$ cat config.mk
export PLATFORM = sky130hd
export DESIGN_NAME = wb_stage
export DESIGN_NICKNAME = d
export VERILOG_FILES = /design/src/rtl/wb_stage.sv
export SDC_FILE = /design/constraint.sdc
export NUM_CORES = 1
export LEC_CHECK = 0
export ABC_AREA = 1
export BUFFER_PORTS_ARGS = -buffer_cell sky130_fd_sc_hd__buf_4
export CAP_MARGIN = 10
export CORE_MARGIN = 1.5
export CORE_UTILIZATION = 40
export CTS_CLUSTER_DIAMETER = 80
export DETAILED_ROUTE_END_ITERATION = 16
export PLACE_DENSITY = 0.62
export RECOVER_POWER = 25
export SYNTH_ARGS = -nofsm -noshare
export SYNTH_HDL_FRONTEND = slang
export SYNTH_SLANG_ARGS = --single-unit
$ cat constraint.sdc
create_clock -name clk -period 1.7 [get_ports clk]
set_input_delay 0.085 -clock clk [delete_from_list [all_inputs] [get_ports clk]]
set_output_delay 0.085 -clock clk [all_outputs]
set_load 0.01 [all_outputs]
$ cat src/rtl/wb_stage.sv
// Pipeline write-back stage: picks the result source, extracts load data, and
// drives one registered register-file write per accepted instruction. It also counts retired instructions.
module wb_stage #(
    parameter int CNT_W = 64
) (
    input  logic             clk,
    input  logic             rst,
    input  logic             mem_valid,
    output logic             mem_ready,
    input  logic             stall,
    input  logic             flush,
    input  logic [4:0]       mem_rd,
    input  logic             mem_rd_wr_en,
    input  logic [1:0]       mem_wb_sel,
    input  logic [31:0]      mem_alu_result,
    input  logic [31:0]      mem_load_data,
    input  logic [2:0]       mem_funct3,
    input  logic [31:0]      mem_pc_plus4,
    output logic [4:0]       rd,
    output logic [31:0]      rd_wr_data,
    output logic             rd_wr_en,
    output logic             load_err,
    output logic [CNT_W-1:0] instret
);

    localparam logic [CNT_W-1:0] CNT_ONE = {{(CNT_W-1){1'b0}}, 1'b1};

    logic             accept;
    logic             is_load;
    logic [1:0]       off;
    logic [7:0]       ld_byte;
    logic [15:0]      ld_half;
    logic [31:0]      ld_value;
    logic             ld_fault;
    logic [31:0]      result;

    logic [4:0]       rd_q;
    logic [31:0]      rd_wr_data_q;
    logic             rd_wr_en_q;
    logic             load_err_q;
    logic [CNT_W-1:0] instret_q;

    // Handshake: an instruction transfers when mem_valid && mem_ready in a
    // cycle with no flush and no reset; mem_ready depends only on stall.
    assign mem_ready = !stall;
    assign accept    = mem_valid && mem_ready && !flush;
    assign is_load   = (mem_wb_sel == 2'b01);
    assign off       = mem_alu_result[1:0];

    always_comb begin
        case (off)
            2'd1:    ld_byte = mem_load_data[15:8];
            2'd2:    ld_byte = mem_load_data[23:16];
            2'd3:    ld_byte = mem_load_data[31:24];
            default: ld_byte = mem_load_data[7:0];
        endcase
        ld_half  = off[1] ? mem_load_data[31:16] : mem_load_data[15:0];
        ld_value = mem_load_data;
        ld_fault = 1'b0;
        case (mem_funct3)
            3'b000: ld_value = {{24{ld_byte[7]}}, ld_byte};
            3'b100: ld_value = {24'b0, ld_byte};
            3'b001: begin
                ld_value = {{16{ld_half[15]}}, ld_half};
                ld_fault = off[0];
            end
            3'b101: begin
                ld_value = {16'b0, ld_half};
                ld_fault = off[0];
            end
            3'b010:  ld_fault = (off != 2'd0);
            default: ld_fault = 1'b1;
        endcase
    end

    always_comb begin
        case (mem_wb_sel)
            2'b01:   result = ld_value;
            2'b10:   result = mem_pc_plus4;
            default: result = mem_alu_result;
        endcase
    end

    // A faulted load leaves rd/rd_wr_data untouched; only load_err reports it.
    always_ff @(posedge clk) begin
        if (rst) begin
            rd_q         <= 5'd0;
            rd_wr_data_q <= 32'd0;
            rd_wr_en_q   <= 1'b0;
            load_err_q   <= 1'b0;
            instret_q    <= '0;
        end else begin
            rd_wr_en_q <= 1'b0;
            load_err_q <= 1'b0;
            if (accept) begin
                if (is_load && ld_fault) begin
                    load_err_q <= 1'b1;
                end else begin
                    rd_q         <= mem_rd;
                    rd_wr_data_q <= result;
                    rd_wr_en_q   <= mem_rd_wr_en && (mem_rd != 5'd0);
                    instret_q    <= instret_q + CNT_ONE;
                end
            end
        end
    end

    assign rd         = rd_q;
    assign rd_wr_data = rd_wr_data_q;
    assign rd_wr_en   = rd_wr_en_q;
    assign load_err   = load_err_q;
    assign instret    = instret_q;

endmodule

Word level (Yosys, flattened, before mapping):

Cells that the tools add are included.

* multiplexer cells: 6
* $add $sub $neg: 1
* reduce and logical (&&, ||, !) cells: 14
* bitwise logic cells: 2
* eq/ne operators: 9

Operator list (number)
* case mux 32 bit (4 select lines): 1
* adder 64 x 1 -> 64 bit, second input constant: 1
* case mux 32 bit (2 select lines): 1
* case mux 8 bit (3 select lines): 1
* two-way mux 16 bit: 1
* == test 2 bit, second input constant: 3
* == test 3 bit, second input constant: 2
* OR reduction 2 bit: 3
* nonzero test 5 bit: 1
* == test 2 x 1 -> 1 bit, second input constant: 2
* logical AND 1 bit: 4
* == test 3 x 1 -> 1 bit, second input constant: 1
* == test 3 x 2 -> 1 bit, second input constant: 1
* zero test 3 bit: 1
* case mux 1 bit (3 select lines): 1
* OR reduction 3 bit: 1
* zero test 1 bit: 2
* inverter 1 bit: 2
* AND reduction 2 bit: 1
* nonzero test 2 bit: 1
* two-way mux 1 bit: 1

* register bits after elaboration: 103
* input bits: 112
* output and inout bits: 104

Logic depth before layout (Yosys ltp):

* word-level depth: 6
* mapped depth: 12
* depth with buffers taken out: 11

Worst setup path before layout:

OpenSTA, ideal clock, no wires.

* path type: reg2reg
* start: register instret_q[1], in the netlist instret[1]
* end: register instret_q[62], in the netlist instret[62]
* path buffers: 0
* library setup time: 0.132 ns
* path slack: 0.062 ns
* stages on the path, launching flop included: 11
* data required time: 1.568 ns
* arrival time: 1.507 ns
* cells stage by stage: dfxtp_1 ha_1 inv_1 nor2_1 nand2_1 nor2_1 nand2_1 o21ai_0 nand2_1 nand2_1 a21oi_1

* cells in the longest elaborated chain, start to end: 1

RTL lines
* start, declared: RTL line 41 `logic [CNT_W-1:0] instret_q;`
* start signal, assigned: RTL line 102 `instret_q <= instret_q + CNT_ONE;`
* adder 64 x 1 -> 64 bit: RTL line 102

Every way passes these cells.
A chain may end at the register's enable or synchronous reset.

Worst setup path after layout:

* start: register instret_q[4], in the netlist instret[4]
* end: register instret_q[44], in the netlist instret[44]

The elaborated chain is that of the path after synthesis.

==> results by group <==
Timing
  – Period minus WS final: 1.655 ns
  – Top achievable clock speed: 0.6044 GHz
  – Skew final: 0.008765 ns
  – Final Max Slew Viols: 0
  – Setup TNS: 0 ns
  – Hold Vio Cnt, Final: 0
  – # setup viols final: 0
  – Worst-Margin Slew: ~0.60 ns
  – Final period utilization: 97.33%
  – Slew margin rel.: 59.84%
  – RSZ-0062 raised after global routing: yes

Cells and area
  – NumNets Final: 1,571
  – ANT cells: 0
  – Layout area overhead: 41.91%
  – Finished Layout Cells: 1,681
  – Layout cells sized above 1: 29.84%
  – Core occupancy in the finished layout: 58.57%

Job
  – Max Cap Viol: 0

Outcome
  – Status: finished clean

Worst setup path
  – CP Capture Type: flop
  – Worst EP arrival: about 1.9 ns
  – Type of the worst setup path: reg -> reg
  – Worst setup SP type: flop
  – Max FO, Critical Path: 5
  – Worst EP required: ~2.0 ns

Synth
  – Dominant synthesized flop cell: dfxtp_1
  – #FFs+latches synth: 103
  – Sequential area share after synthesis: 29.81%
  – Syn nets: 1,286
  – Synth Cell Area: roughly 6900 sq um
  – Mapped Avg Cell Area: 5.908 sq um
  – Syn Inst Count: 1,171
  – Netlist cell types: 44
  – Number of synthesized flops with an enable pin: 0
  – Syn. warnings: 0
  – Async set-reset flop share out of synthesis: 0%

Global routing
  – First-pass GRT wire length: 40.90 mm
  – Initial antenna violation count: 0
  – Total Routing Usage GR: 28.71%
  – Vias in the first global route: about 7.9k
  – Largest net degree at the start of global routing: 42
  – GR Overflow Total: 0

Detailed routing
  – DRC violations left: 0
  – Routed via count: 8,426
  – Initial DRC count: 623
  – Top Metal Used: met4
  – DRT antenna net count: 0
  – Met2 wire length: 11.81 mm
  – Total wire length: 26.33 mm
  – Via-per-instance ratio: 5.012
  – Pre-antenna DRT Iters: 5
  – Met1 Wirelength: 12.35 mm
  – Wirelength per Cell: 15.66 um
  – Met3 wire len: between 1.5 and 2 mm

Power and ir drop
  – Leak: 4.190 nW
  – Pwr dens: 555.8 nW/um^2
  – Total power: approximately 5.5 mW
  – Peak VDD IR: slightly below 600 uV

Clock network
  – Clock slew at reported path FFs: 0.07 ns
  – TritonCTS Sinks: 103
  – CTS root buf: clkbuf_16
  – TritonCTS Buffers: 9
  – CTS tree: done
  – H-Tree Level Count: 3
  – Clk buf depth: 2
  – Worst-skew pair later-pin latency: 0.36 ns

Floorplanning
  – Die X: 134.5 um
  – Die area: around 18,000 sq um
  – Cell Rows: 47
  – Ports: around 220
  – Initial core utilization: 41.28%
  – Core box area: 16,760 sq um
  – DIE HEIGHT: roughly 130 um

Place
  – PortBufs: 215
  – RD Place Congestion: 0.9286
  – Detailed placer's ending HPWL: around 21 mm
  – Dpl cells: 1,659

Min path
  – Hold WC Path Type: in -> reg
## cell usage in the layout, fill, tap and decap left out, types with 2 or more instances in the layout
master / netlist / final
nand2_1: 386 / 364
buf_4: 3 / 272
nor2_1: 200 / 167
a21oi_1: 117 / 117
inv_1: 90 / 87
o21ai_0: 81 / 78
dfxtp_1: 103 / 74
clkbuf_1: 28 / 41
nor2_2: 9 / 33
nand3_1: 35 / 32
nand2_2: 5 / 26
dfxtp_2: 0 / 24
nor2_4: 4 / 13
nand4_1: 12 / 12
a21oi_2: 12 / 12
xnor2_1: 10 / 10
nor3_1: 12 / 9
clkbuf_16: 0 / 9
o211ai_1: 7 / 7
inv_2: 3 / 6
nand2_4: 5 / 6
o21ai_1: 3 / 5
dfxtp_4: 0 / 5
nor3_2: 1 / 4
o21bai_1: 4 / 4
dlygate4sd3_1: 0 / 4
buf_12: 1 / 4
nand3_2: 1 / 3
and3_1: 3 / 3
inv_6: 0 / 3
o21ai_2: 1 / 2
xor2_1: 2 / 2
nor3b_1: 2 / 2
ha_1: 3 / 2
clkinvlp_4: 0 / 2
## metal layers
metal | vias to the layer above | GRT usage [%]
li1 | 4309 | -
met1 | 3825 | 40.08
met2 | 265 | 45.64
met3 | 27 | 5.556
met4 | 0 | 6.989
met5 | - | 0
## report_power, final
group | switching, mW | internal [mW] | total, mW
Combinational | 0.524 | 0.389 | 0.914
Clock | 1.01 | 1.05 | 2.07
Sequential | 0.0247 | 2.45 | 2.48
## cells in the mapped netlist (7+ instances only)
cell,n,area (sq um)
a21oi_1,117,585.6
a21oi_2,12,105.1
buf_2,10,50.05
clkbuf_1,28,105.1
dfxtp_1,103,2062
inv_1,90,337.8
nand2_1,386,1449
nand3_1,35,175.2
nand4_1,12,75.07
nor2_1,200,750.7
nor2_2,9,56.30
nor3_1,12,60.06
o211ai_1,7,52.55
o21ai_0,81,405.4
xnor2_1,10,87.58
## worst max-delay path, stage by stage (launching register included)
cell	delay (ns)
dfxtp_4	0.37
nand2_2	0.10
nor2_4	0.17
nand4_2	0.23
nor3_2	0.31
nand3_1	0.16
o21ai_0	0.16
nor2_1	0.06
## layout make-up
cell class / instances / area, sq um
inverter: 94 / 354.1
sequential: 103 / 2111
multi-input combinational: 926 / 4467
fill: 1747 / 6943
clock buffer: 10 / 239.0
tap: 220 / 275.3
clock inverter: 6 / 50.05
timing repair buffer: 322 / 2321
## registers in the layout (all words and copies together) (netlist names)
name        count
instret        64
rd_wr_data     32
rd              5
load_err        1
rd_wr_en        1
## logic make-up after synthesis
logic type | synth area share [%]
compound gates | 17.96
xor+xnor | 1.519
fa+ha+maj | 0.5427
buf+inv | 9.115
flops | 29.81
simple gates | 41.06
## metrics by stage
stage	hold slack [ns]	cell area [sq um]	setup WS (ns)
floorplan	0.2214	6918	0.06152
global placement	0.3438	9339	-0.05933
detailed placement	0.3486	9339	-0.08088
CTS	0.003407	9683	0.0004721
global route	0.009706	9817	-0.06858
finish	0.006303	9817	0.04537
## path summary, 6_finish.rpt
kind,slack [ns],depth (start not counted),to,startpoint
max,0.05,7,instret[44]$_SDFFE_PP0P_,instret[4]$_SDFFE_PP0P_
min,0.006,3,rd[4]$_SDFFE_PP0P_,mem_rd[4]
max reg2reg,0.05,7,instret[44]$_SDFFE_PP0P_,instret[4]$_SDFFE_PP0P_
min reg2reg,0.48,2,rd[3]$_SDFFE_PP0P_,rd[3]$_SDFFE_PP0P_
## repair_timing
action / in CTS / in global routing
pin swaps: 0 / 17
buffers inserted: 0 / 2
endpoints found under the hold margin: 4 / 0
resized for setup: 5 / 110
endpoints found under the setup margin: 15 / 47
hold buffers: 4 / 0
No activity file was read; power rests on OpenSTA's default activity.
